==> src/rtl/ps2_host_tx.sv <==
// Host-to-device PS/2 transmitter: sends one command byte to the keyboard over the
// shared open-collector clock/data lines, with inhibit/request, ack check and timeout.
//
// state     | meaning
// ----------+--------------------------------------------------------------
// IDLE      | lines released, ready for a new byte
// INHIBIT   | host holds PS/2 clock low for INHIBIT_CYCLES
// REQ       | host pulls data low (start bit) while still holding clock
// START     | clock released, waiting for the device's first falling edge
// SHIFT     | presenting data bits, parity and stop on each falling edge
// ACK       | waiting for the 11th fall to sample the device ack
// WAIT_IDLE | ack seen, waiting for both lines to return high
module ps2_host_tx #(
    parameter int INHIBIT_CYCLES = 5000,
    parameter int TIMEOUT_CYCLES = 1000000,
    parameter int FILTER_LEN     = 4
) (
    input  logic       clk,
    input  logic       rst_n,
    input  logic [7:0] tx_data,
    input  logic       tx_valid,
    output logic       tx_ready,
    output logic       tx_done,
    output logic       tx_err,
    input  logic       ps2_clk_in,
    input  logic       ps2_data_in,
    output logic       ps2_clk_oe,
    output logic       ps2_data_oe
);

    localparam int INH_W = $clog2(INHIBIT_CYCLES) + 1;
    localparam int TO_W  = $clog2(TIMEOUT_CYCLES) + 1;
    localparam int FLT_W = $clog2(FILTER_LEN) + 1;

    typedef enum logic [2:0] {
        IDLE,
        INHIBIT,
        REQ,
        START,
        SHIFT,
        ACK,
        WAIT_IDLE
    } state_t;

    logic [1:0]       clk_sync;
    logic [1:0]       data_sync;
    logic             clk_filt;
    logic             fall;
    logic [FLT_W-1:0] flt_cnt;

    state_t           state, state_nxt;
    logic [INH_W-1:0] inh_cnt, inh_nxt;
    logic [TO_W-1:0]  to_cnt, to_nxt;
    logic [3:0]       bit_cnt, bit_nxt;
    logic [9:0]       shreg, sh_nxt;
    logic             bit_q, bitq_nxt;
    logic             to_active;
    logic             timeout;

    always_ff @(posedge clk or negedge rst_n) begin
        if (!rst_n) begin
            clk_sync  <= 2'b11;
            data_sync <= 2'b11;
        end else begin
            clk_sync  <= {clk_sync[0], ps2_clk_in};
            data_sync <= {data_sync[0], ps2_data_in};
        end
    end

    // Filtered clock flips only after FILTER_LEN consecutive differing samples.
    always_ff @(posedge clk or negedge rst_n) begin
        if (!rst_n) begin
            clk_filt <= 1'b1;
            flt_cnt  <= '0;
            fall     <= 1'b0;
        end else begin
            fall <= 1'b0;
            if (clk_sync[1] == clk_filt) begin
                flt_cnt <= '0;
            end else if (flt_cnt == FLT_W'(FILTER_LEN - 1)) begin
                clk_filt <= clk_sync[1];
                flt_cnt  <= '0;
                fall     <= ~clk_sync[1];
            end else begin
                flt_cnt <= flt_cnt + 1'b1;
            end
        end
    end

    always_ff @(posedge clk or negedge rst_n) begin
        if (!rst_n) begin
            state   <= IDLE;
            inh_cnt <= '0;
            to_cnt  <= '0;
            bit_cnt <= '0;
            shreg   <= '0;
            bit_q   <= 1'b1;
        end else begin
            state   <= state_nxt;
            inh_cnt <= inh_nxt;
            to_cnt  <= to_nxt;
            bit_cnt <= bit_nxt;
            shreg   <= sh_nxt;
            bit_q   <= bitq_nxt;
        end
    end

    assign to_active = (state == START) || (state == SHIFT) ||
                       (state == ACK)   || (state == WAIT_IDLE);
    assign timeout   = to_active && (to_cnt == TO_W'(TIMEOUT_CYCLES));

    always_comb begin
        state_nxt   = state;
        inh_nxt     = inh_cnt;
        to_nxt      = to_cnt;
        bit_nxt     = bit_cnt;
        sh_nxt      = shreg;
        bitq_nxt    = bit_q;
        tx_ready    = 1'b0;
        tx_done     = 1'b0;
        tx_err      = 1'b0;
        ps2_clk_oe  = 1'b0;
        ps2_data_oe = 1'b0;

        if (to_active) begin
            to_nxt = to_cnt + 1'b1;
        end

        case (state)
            IDLE: begin
                tx_ready = 1'b1;
                if (tx_valid) begin
                    state_nxt = INHIBIT;
                    inh_nxt   = '0;
                    // Frame LSB first: data, odd parity, stop.
                    sh_nxt    = {1'b1, ~^tx_data, tx_data};
                end
            end
            INHIBIT: begin
                ps2_clk_oe = 1'b1;
                inh_nxt    = inh_cnt + 1'b1;
                if (inh_cnt == INH_W'(INHIBIT_CYCLES - 1)) begin
                    state_nxt = REQ;
                end
            end
            REQ: begin
                ps2_clk_oe  = 1'b1;
                ps2_data_oe = 1'b1;
                to_nxt      = '0;
                state_nxt   = START;
            end
            START: begin
                ps2_data_oe = 1'b1;
                if (fall) begin
                    bitq_nxt  = shreg[0];
                    sh_nxt    = {1'b1, shreg[9:1]};
                    bit_nxt   = '0;
                    state_nxt = SHIFT;
                end
            end
            SHIFT: begin
                ps2_data_oe = ~bit_q;
                if (fall) begin
                    bitq_nxt = shreg[0];
                    sh_nxt   = {1'b1, shreg[9:1]};
                    bit_nxt  = bit_cnt + 1'b1;
                    if (bit_cnt == 4'd8) begin
                        state_nxt = ACK;
                    end
                end
            end
            ACK: begin
                ps2_data_oe = ~bit_q;
                if (fall) begin
                    if (!data_sync[1]) begin
                        state_nxt = WAIT_IDLE;
                    end else begin
                        tx_err    = 1'b1;
                        state_nxt = IDLE;
                    end
                end
            end
            WAIT_IDLE: begin
                if (clk_filt && data_sync[1]) begin
                    tx_done   = 1'b1;
                    state_nxt = IDLE;
                end
            end
            default: begin
                state_nxt = IDLE;
            end
        endcase

        // Timeout wins over anything else happening in the same cycle.
        if (timeout) begin
            state_nxt   = IDLE;
            tx_done     = 1'b0;
            tx_err      = 1'b1;
            ps2_clk_oe  = 1'b0;
            ps2_data_oe = 1'b0;
        end
    end

endmodule

==> config.mk <==
export PLATFORM = sky130hd
export DESIGN_NAME = ps2_host_tx
export DESIGN_NICKNAME = d
export VERILOG_FILES = /design/src/rtl/ps2_host_tx.sv
export SDC_FILE = /design/constraint.sdc
export NUM_CORES = 1
export LEC_CHECK = 0
export ABC_AREA = 1
export CORE_ASPECT_RATIO = 1.1
export CORE_MARGIN = 4
export CORE_UTILIZATION = 30
export CTS_CLUSTER_DIAMETER = 60
export DETAILED_ROUTE_END_ITERATION = 8
export DONT_BUFFER_PORTS = 1
export GPL_TIMING_DRIVEN = 0
export PLACE_DENSITY = 0.48
export SYNTH_ARGS = -nofsm -noshare
export SYNTH_HDL_FRONTEND = slang
export SYNTH_SLANG_ARGS = --single-unit
==> constraint.sdc <==
create_clock -name clk -period 3.2 [get_ports clk]
set_clock_uncertainty 0.15 [all_clocks]
set_input_delay 0.64 -clock clk [delete_from_list [all_inputs] [get_ports clk]]
set_output_delay 0.64 -clock clk [all_outputs]
set_load 0.01 [all_outputs]
; ---- Word-level counts from Yosys, hierarchy flattened
; Cells that the tools add are included.
[word_totals]
reg_bits = 62
out_inout_bits = 5
elab_cells = 97
[op_classes]
n_addsub = 4
eq_ne = 22
n_mux = 36
bitwise = 3
n_reduce_logical = 21
[op_table]
columns = operator, n
row1 = 21-bit 2-to-1 mux, 2
row2 = 3-bit 2-to-1 mux, 11
row3 = 14-bit case mux with 2 select lines, 1
row4 = "21-bit by 1-bit adder with 21-bit output, second input constant", 1
row5 = "21-bit by 20-bit == test with 1-bit output, second input constant", 1
row6 = 3-bit case mux with 7 select lines, 1
row7 = 10-bit 2-to-1 mux, 2
row8 = 10-bit case mux with 2 select lines, 1
row9 = "3-bit inequality test, second input constant", 5
row10 = "14-bit by 1-bit adder with 14-bit output, second input constant", 1
row11 = "14-bit by 13-bit == test with 1-bit output, second input constant", 1
row12 = 14-bit 2-to-1 mux, 1
row13 = 1-bit 2-to-1 mux, 13
row14 = "3-bit by 2-bit == test with 1-bit output, second input constant", 3
row15 = "3-bit == test, second input constant", 3
row16 = 4-bit 2-to-1 mux, 2
row17 = 4-bit case mux with 2 select lines, 1
row18 = 2-bit nonzero test, 4
row19 = 2-bit OR reduction, 4
row20 = 8-bit XNOR reduction, 1
row21 = 7-bit AND reduction, 1
row22 = "2-bit inequality test, second input constant", 3
row23 = "3-bit by 2-bit inequality test with 1-bit output, second input constant", 2
row24 = 2-bit AND reduction, 3
row25 = 12 further kinds, 18

; ---- Longest topological paths before layout
[logic_depth]
word_depth = 7
mapped_depth = 11
depth_no_buf = 11

; ---- Worst setup path before layout
; OpenSTA, ideal clock, no wires.
[synth_path]
path_type = reg-to-output
startpoint = register state[2]
endpoint = output ps2_data_oe
arrival_time_ns = 1.299
required_time_ns = 2.410
slack_ns = 1.111
stages_incl_launch_ff = 7
n_path_buf = 1
path_cell_list = dfrtp_1 -> buf_4 -> nand3_1 -> inv_1 -> nor2_2 -> nor2_1 -> nor3_1
[synth_via]
elab_chain_cells = 6
[synth_rtl]
columns = item, line_no
row1 = start: declaration, 51  ; state_t state, state_nxt;
row2 = start signal: assignment, 99  ; state <= state_nxt;
row3 = "parallel branches: the longest is 5 deep, another holds 3-bit == test", n/a
row4 = 1-bit 2-to-1 mux *, 195  ; if (timeout) begin
row5 = end: declaration, 28  ; output logic ps2_data_oe
; Mark *: on every way between the ends.

; ---- Worst setup path in the final report
[layout_path]
startpoint = register state[1]
endpoint = output ps2_data_oe
; The elaborated chain is that of the path after synthesis.

==> run summary <==
Psw -> 1261 µW
Die Span Y -> 124.9 µm
Critical Path End Type -> output port
status -> finished, final reports clean
pwr dens -> 770.2 nW/µm²
final hold violations -> 0
final WL -> 8501 µm
sequential share of power -> 32.7%
synth-to-layout area growth -> 14.36%
RePlAce Congestion -> 0.8294
Int Pwr -> 2024 µW
Worst EP required -> 2.41 ns
Worst-path clk slew -> 0.05 ns
synthesized area per cell -> 7.282 µm²
Worst Path Max Fanout -> 8
cts bufs inserted -> 9
period utilization -> 86.79%
largest area contributor in the netlist -> dfrtp_1
DRC Markers -> 0
GRT Residual Overflow -> 0
htree depth -> 3
share of total power in the clock network -> 31.4%
IO Port Bufs -> 0
RSZ-0062 raised after global routing -> no
Max IR drop VDD -> 0.0002488 V
via/cell ratio -> 4.644
critical path class -> reg -> out
Synth Cell Area -> 3729 µm²
Worst setup SP type -> flop
Gate power share -> 35.9%
initial antenna violation count -> 0
switching share of total power -> 38.38%
Syn Inst Count -> 512
row cnt -> 42
drt initial violations -> 198
Clock Sink Count -> 62
synthesized flop and latch total -> 62
initial core utilization -> 30.85%
detailed placement HPWL -> 6160 µm
Worst Tran Pin Value -> 0.5188 ns
Area contributors post-synth -> dfrtp_1 38%, nand2_1 14%, inv_1 6.5%, nor2_1 6.2%, nand3_1 5.2%
Layout Nets -> 546
post-cts gate resize count -> 0
ANT cells -> 0
final setup fails -> 0
relative slew slack -> 65.15%
register area share after synthesis -> 41.81%
Routed WL per cell -> 12.45 µm
Highest Clock Rate -> 0.3601 GHz
final setup TNS -> 0 ns
crit path launch -> state[1]$_DFFE_PN0P_
vias in the first global route -> 3104
Synth cell types -> 38
layout cell share with drive strength beyond 1 -> 10.21%
count of final max-slew check failures -> 0
die width -> 114.3 µm
first-pass GRT wire length -> 14810 µm
Max-cap violations -> 0
Clk Latency, worst-skew pair -> 0.33 ns
leakage -> 0.002033 µW
hold buffers post-CTS -> 1
Synth top area share -> 37.58%
Syn Nets -> 534
synth warn -> 0
gr usage total -> 12.87%
crit path time final -> 2.777 ns
hold crit path type -> in -> async
worst path arrival time -> 1.99 ns
DIE AREA -> 14280 µm²
final core utilization -> 35.28%
core region area -> 12090 µm²
Clock Tree Buf Depth -> 2
pin count of the biggest net entering global routing -> 63
total number of vias -> 3172
DRT Pass-1 Iters -> 4
ANT nets after route -> 0
filler cell count -> 1273
TritonCTS clock tree -> yes
clock root buffer -> clkbuf_16
worst r2r src -> state[1]$_DFFE_PN0P_
Setup Buffers After CTS -> 0
Boundary Pins -> 18
[registers in the layout, summed over array words and instances (netlist names), 2 cells and up]
name / cells
data_sync: 2
bit_cnt: 4
state: 3
inh_cnt: 14
clk_sync: 2
to_cnt: 21
shreg: 10
flt_cnt: 3
[per-layer routing]
metal	GRT usage (%)	routed length, µm	vias to the layer above
met4	5.870	184	0
met2	20.50	3949	38
met3	2.430	275	12
li1	-	-	1662
met1	16.82	4091	1460
met5	0	0	-
[kinds of logic after synthesis]
logic type	after synthesis	synth area share (%)
AO/OA/AOI/OAI	61	9.060
XOR/XNOR	10	2.349
adder cells (fa/ha/maj)	9	3.020
buffers and inverters	79	8.926
flip-flops	62	41.81
AND/OR/NAND/NOR	291	34.83
[metrics by stage]
stage	instance area [µm²]	hold slack [ns]	setup slack [ns]	power (µW)	instances
2_1_floorplan	3729	0.1944	1.111	1958	512
4_1_cts	4264	0.03691	0.3773	3343	683
5_1_grt	4264	0.05285	0.2264	3559	683
6_report	4264	0.01792	0.4227	3284	683
3_3_place_gp	3921	0.1961	0.7508	2245	666
3_5_place_dp	3921	0.1971	0.7478	2264	666
[Yosys cell counts]
cell type	count
dfrtp_1	56
buf_4	1
nor3_1	8
xor2_1	5
o211ai_1	7
and3_1	2
nor2_1	62
a21oi_1	15
nor3b_1	1
a22o_1	1
or2_2	2
inv_2	6
dfstp_2	6
ha_1	9
buf_2	2
a31oi_1	2
nand3_1	39
nor3_2	2
o22ai_1	2
o21ai_0	29
o21ai_1	3
nand3_4	1
nor2_2	2
or2_0	7
xnor2_1	5
nand2_2	6
nand3_2	3
nor3_4	1
nand2_1	142
o31ai_1	1
inv_1	65
nand2_4	1
nand3b_1	1
a21oi_2	1
buf_6	4
nor4_1	1
clkbuf_1	1
nand4_1	10
[worst max-delay path: stages (launching register included)]
cell	delay (ns)
dfrtp_1	0.50
inv_2	0.14
nand3_2	0.14
nand3_1	0.12
nor2_2	0.18
nor2_1	0.15
nor3_1	0.43
[power by group through the flow]
stage	Combinational [µW]	Sequential (µW)	Clock [µW]
global route	1350	1100	1100
detailed placement	1180	1090	0
floorplan	902	1060	0
finish	1180	1070	1030
global placement	1160	1080	0
CTS	1200	1070	1070
[layout by cell type, fill, tap and decap left out, types with 2 or more instances in the layout]
master     instances
bufinv_16          2
nor2_1            62
nor3_2             2
inv_1             65
dfrtp_1           56
nand3_1           39
o21ai_1            3
clkbuf_1           2
clkinv_2           2
o211ai_1           7
ha_1               9
nor2_2             2
nand2_1          142
o21ai_0           29
nand2_2            6
xor2_1             5
nand3_2            3
buf_6              4
dfstp_2            6
nand4_1           10
or2_2              2
o22ai_1            2
inv_2              6
buf_2              2
nor3_1             8
a21oi_1           15
clkbuf_16          9
and3_1             2
xnor2_1            5
a31oi_1            2
or2_0              7
[cell type report]
cell class	count	area, µm²	area share, %
Inverter	71	266.5	6.250
Tap cell	154	192.7	4.519
Clock inverter	6	86.33	2.025
Multi-Input combinational cell	371	1837	43.08
Buffer	8	66.31	1.555
Sequential cell	62	1559	36.56
Clock buffer	10	229.0	5.370
Timing Repair Buffer	1	27.53	0.6455
[final timing paths]
check | endpoint | slack [ns] | cells after the start
worst max-delay path | ps2_data_oe | 0.42 | 6
worst min-delay path | inh_cnt[8]$_DFFE_PN0P_ | 0.02 | 1
worst max register to register | state[1]$_DFFE_PN0P_ | 1.29 | 8
worst min register to register | clk_sync[1]$_DFF_PN1_ | 0.20 | 0
max in group asynchronous | bit_q$_DFFE_PN1P_ | 2.55 | 1
min in group clk | clk_sync[0]$_DFF_PN1_ | 0.16 | 0
Power figures use the tool's default switching activity.
